## config.mk

```make
export PLATFORM = sky130hd
export DESIGN_NAME = mccoy_sequencer
export DESIGN_NICKNAME = d
export VERILOG_FILES = /design/src/rtl/mccoy_sequencer.sv
export SDC_FILE = /design/constraint.sdc
export NUM_CORES = 1
export LEC_CHECK = 0
export ABC_AREA = 1
export CORE_MARGIN = 3
export CORE_UTILIZATION = 37
export CTS_CLUSTER_DIAMETER = 150
export CTS_CLUSTER_SIZE = 16
export DETAILED_ROUTE_END_ITERATION = 12
export GPL_ROUTABILITY_DRIVEN = 0
export PLACE_DENSITY = 0.71
export SKIP_LAST_GASP = 1
export SLEW_MARGIN = 5
export SYNTH_ARGS = -nofsm -noshare
export SYNTH_HDL_FRONTEND = slang
export SYNTH_SLANG_ARGS = --single-unit
export TNS_END_PERCENT = 50
```

## constraint.sdc

```tcl
create_clock -name clk -period 3 [get_ports clk]
set_clock_uncertainty 0.2 [all_clocks]
set_input_delay 0.6 -clock clk [delete_from_list [all_inputs] [get_ports clk]]
set_output_delay 0.6 -clock clk [all_outputs]
set_load 0.01 [all_outputs]
```

## src/rtl/mccoy_sequencer.sv

```systemverilog
// McCoy CPU multi-cycle sequencer: IDLE -> FETCH -> DECODE -> EXECUTE, with a sticky fetch-timeout FAULT.
// Optional MCCOY_SINGLE_STEP_EN adds a step input that gates IDLE->FETCH and forces EXECUTE back to IDLE.
module mccoy_sequencer #(
    parameter int FETCH_TIMEOUT = 15,
    parameter int CNT_W         = 8
) (
    input  logic             clk,
    input  logic             rst_n,
    input  logic             run,
`ifdef MCCOY_SINGLE_STEP_EN
    input  logic             step,
`endif
    output logic             imem_req,
    input  logic             imem_ack,
    input  logic [7:0]       imem_data,
    output logic [7:0]       ir,
    input  logic             dec_bez,
    input  logic             dec_ja,
    input  logic             dec_wreg,
    input  logic             dec_wx8,
    input  logic             x8_zero,
    output logic             reg_we,
    output logic             x8_we,
    output logic             pc_inc,
    output logic             pc_load,
    output logic             fault,
    output logic [2:0]       state_o,
    output logic [CNT_W-1:0] instr_count
);

    localparam int TO_W = (FETCH_TIMEOUT < 2) ? 1 : $clog2(FETCH_TIMEOUT + 1);
    localparam logic [TO_W-1:0] TO_LAST = TO_W'((FETCH_TIMEOUT > 0) ? FETCH_TIMEOUT - 1 : 0);
    localparam bit TO_EN = (FETCH_TIMEOUT != 0);

    typedef enum logic [2:0] {
        S_IDLE    = 3'd0,
        S_FETCH   = 3'd1,
        S_DECODE  = 3'd2,
        S_EXECUTE = 3'd3,
        S_FAULT   = 3'd4
    } state_t;

    state_t          state;
    logic [TO_W-1:0] to_cnt;
    logic            start_ok;
    logic            exec_to_fetch;
    logic            fetch_expired;
    logic            take_branch;

    function automatic logic resolve_pc_load(input logic bez, input logic ja, input logic zero);
        return ja | (bez & zero);
    endfunction

`ifdef MCCOY_SINGLE_STEP_EN
    assign start_ok      = run & step;
    assign exec_to_fetch = 1'b0;
`else
    assign start_ok      = run;
    assign exec_to_fetch = run;
`endif

    assign fetch_expired = TO_EN && (to_cnt == TO_LAST);
    assign take_branch   = resolve_pc_load(dec_bez, dec_ja, x8_zero);
    assign state_o       = state;

    // Strobes are decoded from the current state and inputs, and forced low during reset.
    always_comb begin
        imem_req = 1'b0;
        reg_we   = 1'b0;
        x8_we    = 1'b0;
        pc_inc   = 1'b0;
        pc_load  = 1'b0;
        if (rst_n) begin
            case (state)
                S_FETCH: imem_req = 1'b1;
                S_EXECUTE: begin
                    reg_we  = dec_wreg;
                    x8_we   = dec_wx8;
                    pc_load = take_branch;
                    pc_inc  = ~take_branch;
                end
                default: ;
            endcase
        end
    end

    always_ff @(posedge clk) begin
        if (!rst_n) begin
            state       <= S_IDLE;
            ir          <= '0;
            instr_count <= '0;
            to_cnt      <= '0;
            fault       <= 1'b0;
        end else begin
            case (state)
                S_IDLE: begin
                    if (start_ok) state <= S_FETCH;
                end
                S_FETCH: begin
                    if (imem_ack) begin
                        ir     <= imem_data;
                        to_cnt <= '0;
                        state  <= S_DECODE;
                    end else if (fetch_expired) begin
                        fault <= 1'b1;
                        state <= S_FAULT;
                    end else if (TO_EN) begin
                        to_cnt <= to_cnt + 1'b1;
                    end
                end
                S_DECODE: state <= S_EXECUTE;
                S_EXECUTE: begin
                    instr_count <= instr_count + 1'b1;
                    state       <= exec_to_fetch ? S_FETCH : S_IDLE;
                end
                S_FAULT: fault <= 1'b1;
                default: state <= S_IDLE;
            endcase
        end
    end

endmodule
```

==> Yosys cells after proc, flatten, opt, wreduce, memory -nomap -nowiden <==
Cells that the tools add are included.
{ "totals": {"reg_bits": 24, "mem_count": 0, "latch_bits": 0, "output_inout_bits": 25, "mem_bits_ro": 0, "ram_bits": 0} }
{ "classes": {"reduce_logical": 6, "bitwise_logic": 4, "order_cmp": 0, "mux": 20, "eq_ne": 10, "div_mod_pow": 0, "addsub": 2, "mul": 0, "shift": 0} }
{ "ops": {"columns": ["operator", "n"], "rows": [
  ["case mux 3 bit (5 select lines)", 1],
  ["2-to-1 mux 1 bit", 13],
  ["2-to-1 mux 3 bit", 3],
  ["adder 8 x 1 -> 8 bit, second input constant", 1],
  ["2-to-1 mux 4 bit", 2],
  ["!= test 2 bit, second input constant", 4],
  ["== test 3 x 2 -> 1 bit, second input constant", 2],
  ["AND reduction 3 bit", 2],
  ["adder 4 x 1 -> 4 bit, second input constant", 1],
  ["== test 4 bit, second input constant", 1],
  ["AND reduction 2 bit", 2],
  ["== test 3 x 1 -> 1 bit, second input constant", 1],
  ["== test 3 bit, second input constant", 1],
  ["logical NOT 3 bit", 1],
  ["!= test 3 bit, second input constant", 1],
  ["inverter 1 bit", 2],
  ["case mux 1 bit (2 select lines)", 1],
  ["nonzero test 2 bit", 1],
  ["AND 1 bit", 1],
  ["bitwise OR 1 bit", 1]
]} }

==> Longest topological paths before layout <==
{ "logic_depth": {"word_depth": 5, "mapped_depth": 7} }

==> Worst setup path after synthesis <==
OpenSTA, ideal clock, no wires.
{ "synth_path": {"path_type": "in2out", "from": "input rst_n", "to": "output imem_req", "arrival_time_ns": 1.234, "stages": 3, "path_slack_ns": 0.966, "path_cell_list": "clkbuf_1 clkinv_1 nor2_1"} }
{ "synth_between": {"elab_chain_len": 1} }
{ "synth_rtl": {"columns": ["element", "line_no", "text"], "rows": [
  ["start, declared", "8", "input logic rst_n,"],
  ["2-to-1 mux 1 bit", "73", "if (rst_n) begin"],
  ["end, declared", "13", "output logic imem_req,"]
]} }
Every way passes these cells.

==> Worst setup path after layout <==
{ "layout_path": {"from": "register state[1], in the netlist state_o[1]", "to": "output pc_inc"} }
{ "layout_between": {"elab_chain_len": 3} }
{ "layout_rtl": {"columns": ["element", "line_no", "text"], "rows": [
  ["start, declared", "43", "state_t state;"],
  ["start signal, assigned", "114", "state <= exec_to_fetch ? S_FETCH : S_IDLE;"],
  ["== test 3 x 2 -> 1 bit", "74", "case (state)"],
  ["2-to-1 mux 1 bit", "74", null],
  ["2-to-1 mux 1 bit", "73", null],
  ["end, declared", "24", "output logic pc_inc,"]
]} }
Every way passes these cells.

==> metrics <==
Worst-Skew Late Latency 0.31 ns; Total GRT Usage 0.159; syn nets 185; Setup Fix Bufs, Post-CTS 0; Max Freq 0.360 GHz; Die W 61.9 um; Clock power frac 0.167; 1st-pass router iterations 4; Max VDD drop 0.000341 V; Post-Syn Instances 165; die height 61.9 um; FF+latch count, synth 24; crit-path cells nand3_4, inv_1, nand2_1, nor2_1, clkdlybuf4s50_1; pre-CTS setup slack 0.249 ns; Slew @ Worst Pin 0.404 ns; TritonCTS buffer count 3; Antenna Cells 0; Sw Pwr 0.280 mW; TritonCTS clock tree done; CP peak stage delay 0.59 ns; Post-synth EDFFs 0; final setup fails 0; reg2reg setup slack 1.46 ns; Ys Warns 0; first-pass GRT wire length 4.62 mm; leakage 0.668 nW; Slew Limit Headroom 0.730; number of global-route vias before repair 1,128; routed vias/inst 4.66; GR Layer Usage met1 0.162; clock root buffer clkbuf_4; core area 0.00288 sq mm; part of the power in combinational logic 0.350; PnR worst setup slack 0.219 ns; Slowest-stage cell, CP dfxtp_1; CP startpoint kind flip-flop; H-Tree Depth 1; top post-synthesis cells by area dfxtp_1 (42%), nor2_1 (13%), nand2_1 (8.4%); met3 Use GR 0.0496; hpwl dp 2.19 mm; Top Ports 42; DRT Wirelength 2.74 mm; Sequential Power Share 0.483; Avg WL per Cell 10.9 um; Worst Path Max Fanout 8; drc violations 0; Final period util 0.927; CTS Hold Bufs 0; Most Crowded Layer GR met2; Pins Over Slew Limit 0; CTS clk-pin slew, worst paths 0.12 ns; Sw Share 0.338; # resized after CTS 0; WS Path Type reg -> out; share of post-route cells with drive strength above 1 0.0766; total clock sinks 24; Synth top area share 0.415; Area Growth Syn to Fin 42.6%; Cell variety after synth 22; Post-Layout Cell Count 251; Worst EP arrival 1.98 ns; status finished, final reports clean; Detail Route Antenna Nets 0; Post-synth top cells nor2_1 (40), nand2_1 (26), dfxtp_1 (24), inv_1 (22), o21ai_0 (12); CP delay by family, top buffers and inverters; most frequent cell after synthesis nor2_1; Cell Rows 19; most area-hungry cell type in the Yosys netlist dfxtp_1; Req. time, crit path 2.20 ns; Internal Power 0.549 mW; syn_area_per_cell 7.01 sq um; Final Critical Period 2.78 ns; Final Hold Fails 0; initial antenna violation count 0; Nets 231; total number of vias 1,169; Max Root-Sink Buffers 2; RSZ-0062 raised after global routing false; DRT iter0 DRCs 47; pin count of the biggest net entering global routing 17; WP buf/inv 2; Die ar. 0.00384 sq mm; IO buf count 41; setup TNS 0 ns; initial core utilization 0.402; Worst setup EP type primary output; GR Util met2 0.311; asr flop ratio synth 0; Pwr Density 502 mW/mm^2; min-delay worst type reg -> reg; Seq/Total Area, Yosys 0.415; placed insts 248; global route overflow 0; Synth Cell Area 0.00116 sq mm; ys flop type dfxtp_1; MaxCap Viol Count 0
sequential cells by signal, indices dropped and copies added (netlist names):
signal       cells
fault            1
instr_count      8
ir               8
state_o          3
to_cnt           4
final timing paths:
kind,start,endpoint,depth (start not counted)
max reg2reg,state_o[0],ir[6],5
max,state_o[1],pc_inc,5
min,fault,fault,2
min reg2reg,fault,fault,2
metrics by stage:
step / cell area (sq um) / utilization / hold slack [ns] / power (mW)
finish: 1650 / 0.574 / 0.281 / 0.829
global route: 1650 / 0.574 / 0.295 / 0.894
CTS: 1650 / 0.574 / 0.288 / 0.842
detailed placement: 1630 / 0.566 / 0.248 / 0.701
global placement: 1630 / 0.566 / 0.244 / 0.688
floorplan: 1160 / - / 0.274 / 0.560
per-layer routing:
layer | up-vias | share of wire
met3 | 0 | 0.054
met2 | 30 | 0.55
li1 | 604 | -
met5 | - | 0
met1 | 535 | 0.40
met4 | 0 | 0
worst reg2reg max path: cells and delay by family, from the launching register on:
kind	cells	cell delay [ns]
AO/OA/AOI/OAI	1	0.23
buffers and inverters	1	0.10
flip-flops	1	0.48
AND/OR/NAND/NOR	3	0.43
layout by cell type, fill, tap and decap left out, types with 3 or more instances in the layout:
cell type | synthesis | layout
a21oi_1 | 10 | 10
clkbuf_4 | 0 | 3
clkdlybuf4s50_1 | 0 | 41
dfxtp_1 | 24 | 24
ha_1 | 3 | 3
inv_1 | 22 | 22
nand2_1 | 26 | 26
nand3_1 | 6 | 6
nand4_1 | 4 | 4
nor2_1 | 40 | 40
nor2_4 | 3 | 3
o21ai_0 | 12 | 12
power by group through the flow:
stage          Combinational [mW]  Clock [mW]  Sequential, mW
6_report                    0.290       0.138           0.400
5_1_grt                     0.325       0.160           0.409
4_1_cts                     0.295       0.146           0.401
3_5_place_dp                0.293           0           0.408
3_3_place_gp                0.283           0           0.405
2_1_floorplan               0.138           0           0.422
cell families (layout without fill, tap and decap cells):
| group | after synthesis | count (layout) | synth area share |
|---|---|---|---|
| XOR/XNOR | 1 | 1 | 0.00757 |
| AO/OA/AOI/OAI | 24 | 24 | 0.106 |
| buffers and inverters | 26 | 70 | 0.0843 |
| AND/OR/NAND/NOR | 87 | 87 | 0.355 |
| flip-flops | 24 | 24 | 0.415 |
| adder cells (fa/ha/maj) | 3 | 3 | 0.0324 |
final cells by class:
type | instances | area (sq um)
clock buffer | 3 | 22.5
tap | 42 | 52.6
fill | 271 | 1230
timing repair buffer | 43 | 425
sequential | 24 | 480
inverter | 24 | 90.1
multi-input combinational | 115 | 579
Note: power is estimated with default switching activity, not from simulation.
